==> src/rtl/control_pkg.sv <==
// Shared encodings for the multicycle control unit, the ALU and the datapath.
package control_pkg;

  localparam int unsigned XLEN     = 32;
  localparam int unsigned INSTR_W  = 32;
  localparam int unsigned ALU_OP_W = 4;
  localparam int unsigned STATE_W  = 3;

  typedef enum logic [STATE_W-1:0] {
    S_FETCH  = 3'd0,
    S_DECODE = 3'd1,
    S_EXEC   = 3'd2,
    S_MEM    = 3'd3,
    S_WB     = 3'd4,
    S_TRAP   = 3'd7
  } state_t;

  localparam logic [6:0] OP_R      = 7'b0110011;
  localparam logic [6:0] OP_IALU   = 7'b0010011;
  localparam logic [6:0] OP_LOAD   = 7'b0000011;
  localparam logic [6:0] OP_STORE  = 7'b0100011;
  localparam logic [6:0] OP_BRANCH = 7'b1100011;
  localparam logic [6:0] OP_LUI    = 7'b0110111;
  localparam logic [6:0] OP_AUIPC  = 7'b0010111;
  localparam logic [6:0] OP_JAL    = 7'b1101111;
  localparam logic [6:0] OP_JALR   = 7'b1100111;

  localparam logic [ALU_OP_W-1:0] ALU_ADD  = 4'b0000;
  localparam logic [ALU_OP_W-1:0] ALU_SLL  = 4'b0001;
  localparam logic [ALU_OP_W-1:0] ALU_SLT  = 4'b0010;
  localparam logic [ALU_OP_W-1:0] ALU_SLTU = 4'b0011;
  localparam logic [ALU_OP_W-1:0] ALU_XOR  = 4'b0100;
  localparam logic [ALU_OP_W-1:0] ALU_SRL  = 4'b0101;
  localparam logic [ALU_OP_W-1:0] ALU_OR   = 4'b0110;
  localparam logic [ALU_OP_W-1:0] ALU_AND  = 4'b0111;
  localparam logic [ALU_OP_W-1:0] ALU_SUB  = 4'b1000;
  localparam logic [ALU_OP_W-1:0] ALU_SRA  = 4'b1101;

  localparam logic [2:0] IMM_I = 3'b000;
  localparam logic [2:0] IMM_S = 3'b001;
  localparam logic [2:0] IMM_B = 3'b010;
  localparam logic [2:0] IMM_U = 3'b011;
  localparam logic [2:0] IMM_J = 3'b100;

  localparam logic [1:0] ASRC_RS1  = 2'b00;
  localparam logic [1:0] ASRC_PC   = 2'b01;
  localparam logic [1:0] ASRC_ZERO = 2'b10;

  localparam logic [1:0] WB_ALU = 2'b00;
  localparam logic [1:0] WB_MEM = 2'b01;
  localparam logic [1:0] WB_PC4 = 2'b10;

  typedef enum logic [3:0] {
    CL_R, CL_IALU, CL_LOAD, CL_STORE, CL_BRANCH,
    CL_LUI, CL_AUIPC, CL_JAL, CL_JALR, CL_BAD
  } iclass_t;

  // ALU-side control payload presented to the datapath
  typedef struct packed {
    logic [ALU_OP_W-1:0] alu_op;
    logic [1:0]          a_src;
    logic                b_src;
    logic [2:0]          imm_src;
  } alu_ctrl_t;

  function automatic iclass_t opcode_class(input logic [6:0] op);
    case (op)
      OP_R:      return CL_R;
      OP_IALU:   return CL_IALU;
      OP_LOAD:   return CL_LOAD;
      OP_STORE:  return CL_STORE;
      OP_BRANCH: return CL_BRANCH;
      OP_LUI:    return CL_LUI;
      OP_AUIPC:  return CL_AUIPC;
      OP_JAL:    return CL_JAL;
      OP_JALR:   return CL_JALR;
      default:   return CL_BAD;
    endcase
  endfunction

endpackage

==> src/rtl/alu_op_decoder.sv <==
// Maps instruction class and function fields to an ALU operation and an illegal flag.
module alu_op_decoder
  import control_pkg::*;
(
  input  iclass_t             cls,
  input  logic [2:0]          funct3,
  input  logic [6:0]          funct7,
  input  logic                imm30,
  output logic [ALU_OP_W-1:0] alu_op,
  output logic                illegal
);

  // funct3 selects the base op; bit 30 turns add into sub (R only) and srl into sra
  always_comb begin
    alu_op  = ALU_ADD;
    illegal = 1'b0;
    case (cls)
      CL_R: begin
        alu_op = {1'b0, funct3};
        if (funct7[5]) begin
          if (funct3 == 3'b000)      alu_op  = ALU_SUB;
          else if (funct3 == 3'b101) alu_op  = ALU_SRA;
          else                       illegal = 1'b1;
        end
        if (funct7 != 7'b0000000 && funct7 != 7'b0100000) illegal = 1'b1;
      end
      CL_IALU: alu_op = (funct3 == 3'b101 && imm30) ? ALU_SRA : {1'b0, funct3};
      CL_BAD:  illegal = 1'b1;
      default: alu_op = ALU_ADD;
    endcase
  end

endmodule

==> src/rtl/multicycle_control.sv <==
// Multicycle RV32I control FSM: fetch, decode, execute, memory, writeback.
module multicycle_control
  import control_pkg::*;
(
  input  logic                clk,
  input  logic                rst,
  input  logic                instr_valid,
  input  logic [INSTR_W-1:0]  instr,
  input  logic                mem_ready,
  input  logic                br_taken,
  output logic                ir_we,
  output logic [ALU_OP_W-1:0] ALUOp,
  output logic [1:0]          ALUASrc,
  output logic                ALUBSrc,
  output logic [2:0]          ImmSrc,
  output logic                RUWr,
  output logic [1:0]          RUDataWrSrc,
  output logic                DMRd,
  output logic                DMWr,
  output logic                pc_we,
  output logic                pc_src,
  output logic                illegal,
  output logic [STATE_W-1:0]  state
);

  state_t              cur, nxt;
  logic [6:0]          opcode_q, funct7_q;
  logic [2:0]          funct3_q;
  logic                imm30_q;
  logic                illegal_q;
  iclass_t             cls;
  logic [ALU_OP_W-1:0] dec_op;
  logic                dec_illegal;
  alu_ctrl_t           ctrl;
  logic                unused_instr_bits;

  assign unused_instr_bits = ^{instr[24:15], instr[11:7]};
  assign cls     = opcode_class(opcode_q);
  assign state   = cur;
  assign illegal = illegal_q;

  alu_op_decoder u_alu_op_decoder (
    .cls     (cls),
    .funct3  (funct3_q),
    .funct7  (funct7_q),
    .imm30   (imm30_q),
    .alu_op  (dec_op),
    .illegal (dec_illegal)
  );

  // State register and sticky illegal flag
  always_ff @(posedge clk) begin
    if (rst) begin
      cur       <= S_FETCH;
      illegal_q <= 1'b0;
    end else begin
      cur <= nxt;
      if (nxt == S_TRAP) illegal_q <= 1'b1;
    end
  end

  // Capture the instruction fields only when the word is accepted in FETCH
  always_ff @(posedge clk) begin
    if (rst) begin
      opcode_q <= '0;
      funct3_q <= '0;
      funct7_q <= '0;
      imm30_q  <= 1'b0;
    end else if (cur == S_FETCH && instr_valid) begin
      opcode_q <= instr[6:0];
      funct3_q <= instr[14:12];
      funct7_q <= instr[31:25];
      imm30_q  <= instr[30];
    end
  end

  // Operand selects and immediate format for the latched class
  always_comb begin
    ctrl.alu_op  = dec_op;
    ctrl.a_src   = ASRC_RS1;
    ctrl.b_src   = 1'b1;
    ctrl.imm_src = IMM_I;
    case (cls)
      CL_R:      ctrl.b_src = 1'b0;
      CL_STORE:  ctrl.imm_src = IMM_S;
      CL_BRANCH: begin ctrl.a_src = ASRC_PC;   ctrl.imm_src = IMM_B; end
      CL_LUI:    begin ctrl.a_src = ASRC_ZERO; ctrl.imm_src = IMM_U; end
      CL_AUIPC:  begin ctrl.a_src = ASRC_PC;   ctrl.imm_src = IMM_U; end
      CL_JAL:    begin ctrl.a_src = ASRC_PC;   ctrl.imm_src = IMM_J; end
      default:   ctrl.imm_src = IMM_I;
    endcase
  end

  // Next state and strobes; reset forces every output to its idle value
  always_comb begin
    nxt         = cur;
    ir_we       = 1'b0;
    ALUOp       = ALU_ADD;
    ALUASrc     = ASRC_RS1;
    ALUBSrc     = 1'b0;
    ImmSrc      = IMM_I;
    RUWr        = 1'b0;
    RUDataWrSrc = WB_ALU;
    DMRd        = 1'b0;
    DMWr        = 1'b0;
    pc_we       = 1'b0;
    pc_src      = 1'b0;

    if (cur inside {S_DECODE, S_EXEC, S_MEM, S_WB}) begin
      ALUOp   = ctrl.alu_op;
      ALUASrc = ctrl.a_src;
      ALUBSrc = ctrl.b_src;
      ImmSrc  = ctrl.imm_src;
    end

    case (cur)
      S_FETCH: begin
        ir_we = instr_valid;
        if (instr_valid) nxt = S_DECODE;
      end
      S_DECODE: nxt = dec_illegal ? S_TRAP : S_EXEC;
      S_EXEC: begin
        if (cls == CL_LOAD || cls == CL_STORE) begin
          nxt = S_MEM;
        end else if (cls == CL_BRANCH) begin
          pc_we  = 1'b1;
          pc_src = br_taken;
          nxt    = S_FETCH;
        end else begin
          nxt = S_WB;
        end
      end
      S_MEM: begin
        DMRd = (cls == CL_LOAD);
        DMWr = (cls == CL_STORE);
        if (mem_ready) begin
          if (cls == CL_LOAD) begin
            nxt = S_WB;
          end else begin
            pc_we = 1'b1;
            nxt   = S_FETCH;
          end
        end
      end
      S_WB: begin
        RUWr   = 1'b1;
        pc_we  = 1'b1;
        pc_src = (cls == CL_JAL || cls == CL_JALR);
        if (cls == CL_LOAD)                        RUDataWrSrc = WB_MEM;
        else if (cls == CL_JAL || cls == CL_JALR)  RUDataWrSrc = WB_PC4;
        else                                       RUDataWrSrc = WB_ALU;
        nxt = S_FETCH;
      end
      S_TRAP:  nxt = S_TRAP;
      default: nxt = S_FETCH;
    endcase

    if (rst) begin
      ir_we       = 1'b0;
      ALUOp       = ALU_ADD;
      ALUASrc     = ASRC_RS1;
      ALUBSrc     = 1'b0;
      ImmSrc      = IMM_I;
      RUWr        = 1'b0;
      RUDataWrSrc = WB_ALU;
      DMRd        = 1'b0;
      DMWr        = 1'b0;
      pc_we       = 1'b0;
      pc_src      = 1'b0;
    end
  end

endmodule

==> config.mk <==
export PLATFORM = sky130hd
export DESIGN_NAME = multicycle_control
export DESIGN_NICKNAME = d
export VERILOG_FILES = /design/src/rtl/control_pkg.sv /design/src/rtl/alu_op_decoder.sv /design/src/rtl/multicycle_control.sv
export SDC_FILE = /design/constraint.sdc
export NUM_CORES = 1
export LEC_CHECK = 0
export ABC_AREA = 1
export BUFFER_PORTS_ARGS = -buffer_cell sky130_fd_sc_hd__clkbuf_2
export CORE_AREA = 4 4 50 97
export CTS_BUF_LIST = sky130_fd_sc_hd__clkbuf_8 sky130_fd_sc_hd__clkbuf_16
export CTS_CLUSTER_DIAMETER = 50
export DETAILED_ROUTE_END_ITERATION = 6
export DIE_AREA = 0 0 54 101
export GPL_ROUTABILITY_DRIVEN = 1
export GPL_TIMING_DRIVEN = 0
export PLACE_DENSITY_LB_ADDON = 0.12
export SLEW_MARGIN = 10
export SYNTH_ARGS = -nofsm -noshare
export SYNTH_HDL_FRONTEND = slang
export SYNTH_HIERARCHICAL = 1
export SYNTH_SLANG_ARGS = --single-unit
export TNS_END_PERCENT = 50
==> constraint.sdc <==
create_clock -name clk -period 5.6 [get_ports clk]
set_input_delay 0.28 -clock clk [delete_from_list [all_inputs] [get_ports clk]]
set_output_delay 0.28 -clock clk [all_outputs]
set_load 0.02 [all_outputs]
* Yosys cells after proc, flatten, opt, wreduce, memory -nomap -nowiden
Cells that the tools add are included.
** Operators by class
- Add/sub/neg operators :: 0
- Bitwise operators :: 0
- Reduce and logical (&&, ||, !) cells :: 12
- Mux-type cells :: 51
- Order comparisons :: 0
- Divide/modulo/power cells :: 0
- Shift-type cells :: 0
- Equal/unequal tests :: 26
- Multipliers :: 0
** Operator list (number)
- one-hot mux 4 bit (9 select lines) :: 1
- 2-to-1 mux 3 bit :: 8
- 2-to-1 mux 4 bit :: 6
- 2-to-1 mux 1 bit :: 23
- equality test 7 x 6 -> 1 bit, second input constant :: 3
- equality test 7 bit, second input constant :: 3
- equality test 4 x 3 -> 1 bit, second input constant :: 4
- one-hot mux 3 bit (5 select lines) :: 1
- equality test 7 x 5 -> 1 bit, second input constant :: 2
- equality test 3 bit, second input constant :: 4
- 2-to-1 mux 2 bit :: 6
- one-hot mux 3 bit (4 select lines) :: 1
- equality test 4 x 2 -> 1 bit, second input constant :: 2
- equality test 4 bit, second input constant :: 2
- one-hot mux 4 bit (2 select lines) :: 1
- equality test 7 x 2 -> 1 bit, second input constant :: 1
- != test 7 x 6 -> 1 bit, second input constant :: 1
- nonzero test 7 bit :: 1
- equality test 3 x 2 -> 1 bit, second input constant :: 2
- logical NOT 3 bit :: 2
- equality test 4 x 1 -> 1 bit, second input constant :: 1
- logical NOT 4 bit :: 1
- one-hot mux 1 bit (2 select lines) :: 2
- one-hot mux 2 bit (2 select lines) :: 1
- other kinds (7) :: 10
** Storage, ports and cells
- Bits in writable memories :: 0
- Register bits :: 22
- Bits in read-only memories :: 0
- Bits in latches :: 0
- Memories :: 0
- Word-level logic and storage cells :: 95

* Logic depth before layout (Yosys ltp)
Gate-level depths: netlist of the first run.
- Depth after elaboration :: 9
- Mapped depth :: 18
- Gate-level depth less buffers :: 18

* Cells and area by module
Netlist of the first run, hierarchy kept.
** Modules (own cells, without submodules)
- multicycle_control :: sequential area each 420.4 µm², area each 1212.4 µm², instances 1, cells an instance 185
- alu_op_decoder :: sequential area each 0.0 µm², area each 157.7 µm², instances 1, cells an instance 34

* Worst setup path after synthesis of the first run
Ideal clock, no wire load.
- Path type :: register to output
- Start point :: register opcode_q[4]
- End point :: output ALUOp[3]
- Data arrival time :: 1.685 ns
- Path buffers :: 0
- Data required time :: 5.320 ns
- Cell stages (with the launch flop) :: 15
- Slack :: 3.635 ns
- Path through :: dfxtp_1 -> inv_2 -> nand3_2 -> inv_2 -> nand2_4 -> nand2_4 -> a21oi_1 -> inv_1 -> inv_1 -> nand3b_4 -> nor2_1 -> nand2_1 -> nand2_1 -> inv_1 -> nor2_1
** On the way
- Longest elaborated chain between the ends :: 6
- Elaborated cells on any way between the ends :: 15
- Those cells by class :: eq/ne: 10; mux: 4; reduce/logical: 1
** Ends and longest elaborated chain
- from (decl) :: RTL line multicycle_control.sv:27 : logic [6:0] opcode_q, funct7_q;
- from (signal assigned) :: RTL line multicycle_control.sv:70 : opcode_q <= instr[6:0];
- equality test 7 bit (tied with other cells) :: RTL line control_pkg.sv:67 : case (op)
- one-hot mux 4 bit (9 select lines) * :: RTL line control_pkg.sv:67
- net cls[1] :: RTL line multicycle_control.sv:31 : iclass_t cls;
- equality test 4 x 1 -> 1 bit / logical NOT 4 bit (equally long branches) :: RTL line alu_op_decoder.sv:17 : case (cls)
- one-hot mux 4 bit (2 select lines) * :: RTL line alu_op_decoder.sv:17
- net dec_op[3] :: RTL line multicycle_control.sv:32 : logic [ALU_OP_W-1:0] dec_op;
- 2-to-1 mux 4 bit * :: RTL line multicycle_control.sv:109 : if (cur inside {S_DECODE, S_EXEC, S_MEM, S_WB}) begin
- 2-to-1 mux 4 bit * :: RTL line multicycle_control.sv:158 : if (rst) begin
- to (decl) :: RTL line multicycle_control.sv:12 : output logic [ALU_OP_W-1:0] ALUOp,
The timed path passes the listed nets; every way through them passes the cells marked *.

* Worst setup path after layout of the first run
- Start point :: register opcode_q[5]
- End point :: output ALUOp[3]
Same word-level chain as after synthesis.

==> results of run 1 <==
-- Yosys cell counts (all sizes together) --
cell type	instances	area, sq um
o22ai	2	12.5
nor2	62	255
nor3b	2	20.0
nand3b	2	27.5
nand4	3	25.0
buf	3	15.0
nand3	14	103
a21oi	13	65.1
nor3	4	20.0
o21ai	20	100
dfxtp	21	420
clkbuf	2	7.51
nand2	36	165
inv	34	128
a31oi	1	6.26
-- cell usage in the layout, fill, tap and decap left out --
cell type and n:
o21ai_1 2, nand3b_4 1, a31oi_1 1, nor2_4 1, nand2_2 3, nor2_2 6
nand3_1 9, clkinv_2 1, nand2_1 30, buf_2 3, dfxtp_1 21, nand3b_1 1
nor3b_1 1, a21oi_1 13, inv_2 5, nand3_4 1, o22ai_1 2, nand4_2 1
o21ai_0 18, nor2_1 55, nor3b_2 1, clkbuf_2 43, nand3_2 4, nor3_1 4
inv_1 29, nand2_4 3, clkbuf_1 2, clkbuf_8 3, nand4_1 2
-- metrics by stage --
stage	setup WS [ns]	hold slack (ns)	power [W]
floorplan	3.64	0.349	0.000315
global placement	3.38	0.480	0.000364
detailed placement	3.39	0.478	0.000364
CTS	3.09	0.228	0.000466
finish	3.11	0.227	0.000460
global route	2.91	0.245	0.000497
-- how the worst max path moves through the flow --
stage          cells after the start       end   startpoint  slack, ns
2_1_floorplan                     14  ALUOp[3]  opcode_q[4]       3.64
3_3_place_gp                      15  ALUOp[3]  opcode_q[5]       3.38
3_5_place_dp                      15  ALUOp[3]  opcode_q[5]       3.39
4_1_cts                           15  ALUOp[3]  opcode_q[5]       3.09
5_1_grt                           15  ALUOp[3]  opcode_q[6]       2.91
6_report                          15  ALUOp[3]  opcode_q[5]       3.11
-- registers in the layout (all words and copies together) (netlist names) --
register / cells
opcode_q: 7
funct3_q: 3
state: 3
funct7_q: 7
illegal: 1
-- metal layers --
metal | track usage | wire length (microns)
met1 | 0.160 | 1350
met2 | 0.266 | 1960
met5 | 0 | 0
met4 | 0.0749 | 92
met3 | 0.0148 | 205
-- kinds of logic (layout without fill, tap and decap cells) --
family,after synthesis,count (layout)
AOI/OAI and AO/OA,36,36
DFF,21,21
buffers and inverters,39,86
and+or+nand+nor,123,123
-- layout make-up --
cell class              instances  area, sq um
plain buffers                   5         22.5
clock buffers                   3         41.3
clock inverters                 1         5.00
fillers                       482         2390
inverters                      34          128
multi-input cells             159          800
flip-flops and latches         21          420
well taps                      52         65.1
repair buffers                 43          215
-- power breakdown --
part           total (W)  switching, W  internal (W)
logic           0.000158      0.000105     0.0000536
registers       0.000200     0.0000230      0.000177
clock network   0.000101     0.0000516     0.0000497
-- critical path: stages, from the launching register on --
cell	delay [ns]
dfxtp_1	0.48
nand3_2	0.16
inv_2	0.12
nand2_4	0.07
nand2_4	0.08
nor2_2	0.05
nand2_2	0.07
o21ai_0	0.18
nor2_1	0.14
nand2_1	0.08
nor2_2	0.10
nand2_1	0.06
nand2_1	0.05
inv_1	0.03
nor2_1	0.08
clkbuf_2	0.18
==> impl_metrics.json, run 1 <==
{
  "ctsResizeCount": 0,
  "period_share": 0.444,
  "drc_errors": 0,
  "rows": 33,
  "synth-simple-area-share": 0.449,
  "grt_pass1_wl_microns": 5940,
  "synth_xor_area_frac": 0,
  "finalInstanceArea_sq_mm": 0.00170,
  "drv_slew": 0,
  "worstMarginPinSlew_ns": 0.425,
  "max_cap_violations": 0,
  "clk_path_buf_depth": 2,
  "ioPinCount": 59,
  "post_cts_buffers": 0,
  "postRouteAntennaNets": 0,
  "start_kind": "flip-flop",
  "p_leak_nw": 0.872,
  "cts_hold_buffers": 0,
  "rsz0062_at_grt": "false",
  "synthAdderAreaFrac": 0,
  "cts_root_buf": "clkbuf_8",
  "routedWlPerCell_microns": 11.3,
  "required_ns": 5.32,
  "slew_headroom": 0.713,
  "diodes": 0,
  "numCtsBuffers": 3,
  "peakVddDrop_uv": 181,
  "yosysSeqAreaShare": 0.307,
  "synth_compound_area_frac": 0.134,
  "period_minus_slack_ns": 2.49,
  "firstDrtPassIters": 4,
  "start_util": 0.335,
  "wirelength_microns": 3600,
  "r2r_start": "opcode_q[5]",
  "syn2layout_area_growth_pct": 23.8,
  "grt_util_all_layers": 0.147,
  "drt-vias-per-instance": 4.59,
  "grt_antenna_before_repair": 0,
  "hpwl_microns": 3090,
  "synth_cells": 219,
  "path_max_fanout": 7,
  "clkSinkCount": 21,
  "vias": 1459,
  "fin_cells": 318,
  "clkLatencyLatePin_ns": 0.27,
  "path_clk_slew_ns": 0.08,
  "post_synth_mux_area_share": 0,
  "synth-seq-cells": 21,
  "die_w_microns": 54,
  "netlist_area_sq_mm": 0.00137,
  "postPlaceCellArea_sq_mm": 0.00165,
  "hold_viol": 0,
  "die_area_sq_mm": 0.00545,
  "r2r_end": "state[2]",
  "hold_class": "in -> reg",
  "finalSetupTns_ns": 0,
  "dp.cells": 314,
  "layout.nets": 304,
  "design.core.area_sq_mm": 0.00409,
  "status": "finished, final reports clean",
  "hp-start": "instr[25]",
  "critPathKind": "reg -> out",
  "cts-htree-levels": 1,
  "dr.first_iter.drc_count": 31,
  "finClkSkew_ns": 0.00380,
  "portBuffers": 43,
  "die_h_microns": 101,
  "grt_pass1_vias": 1359,
  "synth_nets": 256,
  "overflow": 0,
  "r2r_cells": 17,
  "powerDensity_mw_per_mm2": 271,
  "synth_cell_types": 26,
  "gp_congestion": 0.788,
  "arrival_ns": 2.21,
  "hold-path-cell-count": 3,
  "endpoint_kind": "output pin",
  "grt_max_degree": 13,
  "max_freq_mhz": 402,
  "synth_top_family_by_area": "simple AND/OR/NAND/NOR gates",
  "setup_viol": 0,
  "avgSynthCellArea_sq_um": 6.26,
  "final_util": 0.415,
  "tritoncts": "done",
  "regToRegSetupSlack_ns": 3.41,
  "hold_end": "funct7_q[0]",
  "yosysWarnings": 6,
  "layout-drive-gt1-share": 0.286
}
Note: power is estimated with default switching activity, not from simulation.
==> run 2: changes to the inputs <==
clock period = 2 ns   (was 5.6 ns; I/O delays follow)
==> impl_metrics.json, run 2 (synthesized netlist as in run 1, its figures left out) <==
{
  "status": "finished with violations",
  "violations": "setup timing",
  "p_clk_frac": 0.206,
  "sw_frac_of_total": 0.395,
  "clkSinkCount": 21,
  "final_common_cell": "nor2_1",
  "combPwrFrac": 0.371,
  "rows": 33,
  "path_max_fanout": 6,
  "grt_antenna_before_repair": 0,
  "syn2layout_area_growth_pct": 38.8,
  "routedWlPerCell_microns": 11.5,
  "peakVddDrop_uv": 508,
  "powerDensity_mw_per_mm2": 721,
  "clk_path_buf_depth": 2,
  "rsz0062_at_grt": "true",
  "finalSetupTns_ns": -0.0230,
  "overflow": 0,
  "hp-start": "instr[25]",
  "arrival_ns": 1.92,
  "diodes": 0,
  "r2r_cells": 17,
  "tritoncts": "done",
  "path_clk_slew_ns": 0.08,
  "largestRegisters": "funct7_q x7, opcode_q x7",
  "regToRegSetupSlack_ns": 0.06,
  "total_power_w": 0.00137,
  "grt_pass1_wl_microns": 6110,
  "setup_viol": 1,
  "layout.nets": 312,
  "max_cap_violations": 0,
  "dr.first_iter.drc_count": 29,
  "seqPwrFrac": 0.424,
  "start_util": 0.335,
  "clkLatencyLatePin_ns": 0.27,
  "grt_util_all_layers": 0.151,
  "r2r_end": "state[2]",
  "design.core.area_sq_mm": 0.00409,
  "r2r_start": "opcode_q[4]",
  "cts_root_buf": "clkbuf_8",
  "setup_ws_ns": -0.0230,
  "die_area_sq_mm": 0.00545,
  "gp_congestion": 0.788,
  "hold_viol": 0,
  "firstDrtPassIters": 4,
  "die_w_microns": 54,
  "max_freq_mhz": 494,
  "drv_slew": 0,
  "critPathKind": "reg -> out",
  "vias": 1504,
  "drc_errors": 0,
  "layout_common_cells": "nor2_1, clkbuf_2, nand2_1",
  "finClkSkew_ns": 0.00424,
  "period_minus_slack_ns": 2.02,
  "portBuffers": 43,
  "hpwl_microns": 3090,
  "cts_hold_buffers": 0,
  "ioPinCount": 59,
  "layout-drive-gt1-share": 0.405,
  "p_int_w": 0.000830,
  "wirelength_microns": 3740,
  "crit_start": "opcode_q[4]",
  "worstMarginPinSlew_ns": 0.374,
  "grt_pass1_vias": 1404,
  "numCtsBuffers": 3,
  "period_share": 1.01,
  "slew_headroom": 0.751,
  "required_ns": 1.90,
  "endpoint_kind": "output pin",
  "crit_path_end": "ALUOp[3]",
  "grt_max_degree": 13,
  "p_leak_nw": 0.939,
  "start_kind": "flip-flop",
  "postRouteAntennaNets": 0,
  "p_sw_w": 0.000542,
  "die_h_microns": 101,
  "hold_class": "in -> reg",
  "final_util": 0.465,
  "cts-htree-levels": 1,
  "drt-vias-per-instance": 4.61
}
-- run 2: cell count changes in the layout (fill, tap and decap cells not counted), sizes merged --
cell / previous run / this run
buf: 3 / 12
clkbuf: 48 / 47
clkinvlp: 0 / 1
inv: 34 / 33
-- run 2: power groups by stage --
stage               logic (W)  registers (W)  clock network (W)
detailed placement   0.000450       0.000570                  0
CTS                  0.000498       0.000579           0.000290
floorplan            0.000308       0.000573                  0
global placement     0.000451       0.000569                  0
global route         0.000576       0.000598           0.000308
finish               0.000509       0.000581           0.000282
-- run 2: critical path: stages, from the launching register on --
cell,delay (ns)
dfxtp_4,0.39
inv_4,0.04
nand3_4,0.12
inv_4,0.05
nand2_4,0.08
nand2_4,0.08
a21oi_4,0.17
inv_2,0.08
nor2_4,0.10
nand2_2,0.06
nor2_2,0.12
nand2_1,0.06
nand2_1,0.06
inv_1,0.03
nor2_1,0.07
buf_4,0.15
-- run 2: final cells by class --
type / count / area, sq um
Tap cell: 52 / 65.1
Clock buffer: 3 / 41.3
Sequential cell: 21 / 439
Buffer: 5 / 22.5
Inverter: 34 / 139
Fill cell: 462 / 2190
Multi-Input combinational cell: 159 / 900
Clock inverter: 1 / 5.00
Timing Repair Buffer: 51 / 290
-- run 2: per-layer routing --
layer / track usage / wire length (microns)
met1: 0.163 / 1380
met2: 0.276 / 2110
met3: 0.0148 / 177
met4: 0.0749 / 76
met5: 0 / 0
-- run 2: how the worst min path moves through the flow --
stage                   to  slack, ns  cells after the start
3_5_place_dp   funct7_q[4]       0.33                      3
3_3_place_gp   funct7_q[2]       0.32                      3
6_report       funct7_q[0]       0.05                      3
2_1_floorplan     state[0]       0.17                      1
5_1_grt        funct7_q[1]       0.06                      3
4_1_cts        funct7_q[0]       0.05                      3
-- run 2: metrics by stage --
stage | instances | cell area (sq um) | setup slack (ns) | hold WS (ns)
floorplan | 219 | 1370 | 0.198 | 0.169
global placement | 314 | 1650 | -0.170 | 0.322
detailed placement | 314 | 1650 | -0.164 | 0.327
CTS | 323 | 1830 | -0.0616 | 0.0478
global route | 326 | 1900 | -0.166 | 0.0646
finish | 326 | 1900 | -0.0230 | 0.0476
-- run 2: repair_timing --
action,4_1_cts,5_1_grt
resized for setup,31,16
setup endpoints to repair,7,9
gates cloned,0,0
pin swaps,2,13
buffers inserted,5,3
==> run 3: changes to the inputs <==
CORE_AREA = 4 4 49 94   (was 4 4 50 97)
DIE_AREA = 0 0 53 98   (was 0 0 54 101)
SYNTH_HIERARCHICAL = unset   (was 1)
==> impl_metrics.json, run 3 <==
{
  "rsz0062_at_grt": "true",
  "finClkSkew_ns": 0.00989,
  "period_share": 0.944,
  "setup_viol": 0,
  "yosysSeqAreaShare": 0.330,
  "fillers": 463,
  "synth_nets": 235,
  "drc_errors": 0,
  "hold_viol": 0,
  "layout.nets": 284,
  "p_clk_frac": 0.235,
  "grt_max_degree": 14,
  "die_area_sq_mm": 0.00519,
  "firstDrtPassIters": 4,
  "largestRegisters": "funct7_q x7, opcode_q x7",
  "die_w_microns": 53,
  "drt-vias-per-instance": 4.76,
  "p_int_w": 0.000754,
  "vias": 1413,
  "r2r_cells": 11,
  "path_clk_slew_ns": 0.08,
  "netlist_top_cells_count": "nor2_1, inv_1, dfxtp_1, o21ai_0",
  "final_common_cell": "clkbuf_2",
  "sw_frac_of_total": 0.375,
  "yosysTopAreaCellShare": 0.330,
  "status": "finished, final reports clean",
  "cts_root_buf": "clkbuf_8",
  "die_h_microns": 98,
  "p_leak_nw": 0.749,
  "wirelength_microns": 3480,
  "start_util": 0.328,
  "fin_cells": 297,
  "avgSynthCellArea_sq_um": 6.44,
  "clkLatencyLatePin_ns": 0.26,
  "arrival_ns": 1.79,
  "synth_top_cell_by_area": "dfxtp_1",
  "grt_util_all_layers": 0.149,
  "hold_class": "in -> reg",
  "grt_pass1_vias": 1453,
  "p_sw_w": 0.000452,
  "finalSetupTns_ns": 0,
  "diodes": 0,
  "clk_path_buf_depth": 2,
  "regArea_sq_um": 424,
  "design.core.area_sq_mm": 0.00388,
  "dr.first_iter.drc_count": 15,
  "synth.most_common_cell": "nor2_1",
  "max_freq_mhz": 530,
  "overflow": 0,
  "cts_hold_buffers": 0,
  "hold-path-cell-count": 3,
  "portBuffers": 42,
  "cts-htree-levels": 1,
  "period_minus_slack_ns": 1.89,
  "crit_slowest_cell": "dfxtp_1",
  "synth-seq-cells": 21,
  "path_delay_family": "simple AND/OR/NAND/NOR gates",
  "dp.cells": 291,
  "start_kind": "flip-flop",
  "ys.flop_type": "dfxtp_1",
  "cp_num_buf_inv": 3,
  "layout-drive-gt1-share": 0.309,
  "required_ns": 1.90,
  "routedWlPerCell_microns": 11.7,
  "synth_cell_types": 27,
  "rows": 32,
  "crit_cells": 9,
  "clkSinkCount": 21,
  "synth_cells": 198,
  "layout_common_cells": "clkbuf_2, inv_1, nor2_1",
  "synth-edff-count": 0,
  "postRouteAntennaNets": 0,
  "max_cap_violations": 0,
  "ys_top_cells_by_area": "dfxtp_1, nor2_1, inv_1",
  "crit_chain": "nand2_1 > inv_1 > nand2_4 > nor2_4 > inv_2 > nor2_1 > nand2_1 > a221oi_1 > buf_2",
  "gp_congestion": 0.796,
  "critPathKind": "reg -> out",
  "ioPinCount": 59,
  "powerDensity_mw_per_mm2": 732,
  "tritoncts": "done",
  "seqPwrFrac": 0.446,
  "netlist_area_sq_mm": 0.00127,
  "endpoint_kind": "output pin",
  "synth-async-reset-ratio": 0,
  "grt_antenna_before_repair": 0,
  "path_max_fanout": 7,
  "critical-path-max-stage-delay_ns": 0.35,
  "combPwrFrac": 0.320,
  "syn2layout_area_growth_pct": 29.2,
  "yosysWarnings": 0,
  "hpwl_microns": 2910,
  "numCtsBuffers": 3,
  "worstMarginPinSlew_ns": 0.470,
  "grt_pass1_wl_microns": 6090,
  "slew_headroom": 0.686,
  "cp_common_cell": "nand2_1",
  "multiInputGateArea_sq_um": 732,
  "peakVddDrop_uv": 472,
  "drv_slew": 0
}
run 3: path summary, 6_finish.rpt:
| check | from | end | slack, ns |
|---|---|---|---|
| worst max register to register | opcode_q[0] | state[0] | 0.49 |
| worst min register to register | funct7_q[6] | funct7_q[6] | 0.45 |
| worst max-delay path | opcode_q[0] | pc_src | 0.11 |
| worst min-delay path | instr[1] | opcode_q[1] | 0.09 |
run 3: repair_timing:
action | in CTS | in global routing
buffers inserted | 0 | 2
resized for setup | 0 | 13
setup endpoints to repair | 0 | 6
run 3: per-stage QoR:
stage / hold WS, ns / utilization / power, W / area (sq um) / setup WS, ns
after CTS: 0.0876 / 0.411 / 0.00121 / 1600 / 0.0785
final: 0.0898 / 0.424 / 0.00121 / 1650 / 0.113
after global routing: 0.114 / 0.424 / 0.00131 / 1650 / -0.0210
after detailed placement: 0.369 / 0.399 / 0.000923 / 1550 / 0.371
after global placement: 0.354 / 0.399 / 0.000922 / 1550 / 0.359
after floorplan: 0.267 / - / 0.000809 / 1270 / 0.234
run 3: kinds of logic (layout without fill, tap and decap cells):
kind of cell / Yosys count / count (layout) / synth area share
simple gates: 88 / 88 / 0.342
compound gates: 49 / 49 / 0.210
buf+inv: 40 / 88 / 0.119
flops: 21 / 21 / 0.330
run 3: cell type report:
class | count | area share
multi-input combinational | 137 | 0.444
clock buffer | 3 | 0.0251
sequential | 21 | 0.257
clock inverter | 1 | 0.00456
inverter | 35 | 0.0797
buffer | 5 | 0.0121
timing repair buffer | 44 | 0.138
tap | 51 | 0.0387
run 3: power by group through the flow:
stage          Sequential, W  Clock, W  Combinational, W
3_5_place_dp        0.000545         0          0.000378
5_1_grt             0.000549  0.000309          0.000448
2_1_floorplan       0.000551         0          0.000258
4_1_cts             0.000535  0.000297          0.000380
3_3_place_gp        0.000544         0          0.000378
6_report            0.000537  0.000283          0.000386
run 3: layer usage:
layer | part of all wire | GRT usage
met1 | 0.36 | 0.150
met2 | 0.58 | 0.287
met3 | 0.038 | 0.0153
met4 | 0.021 | 0.0610
met5 | 0 | 0
run 3: worst min-delay path: stages:
cell and delay (ns):
clkbuf_2 0.07, o21ai_0 0.07, nor2_1 0.08
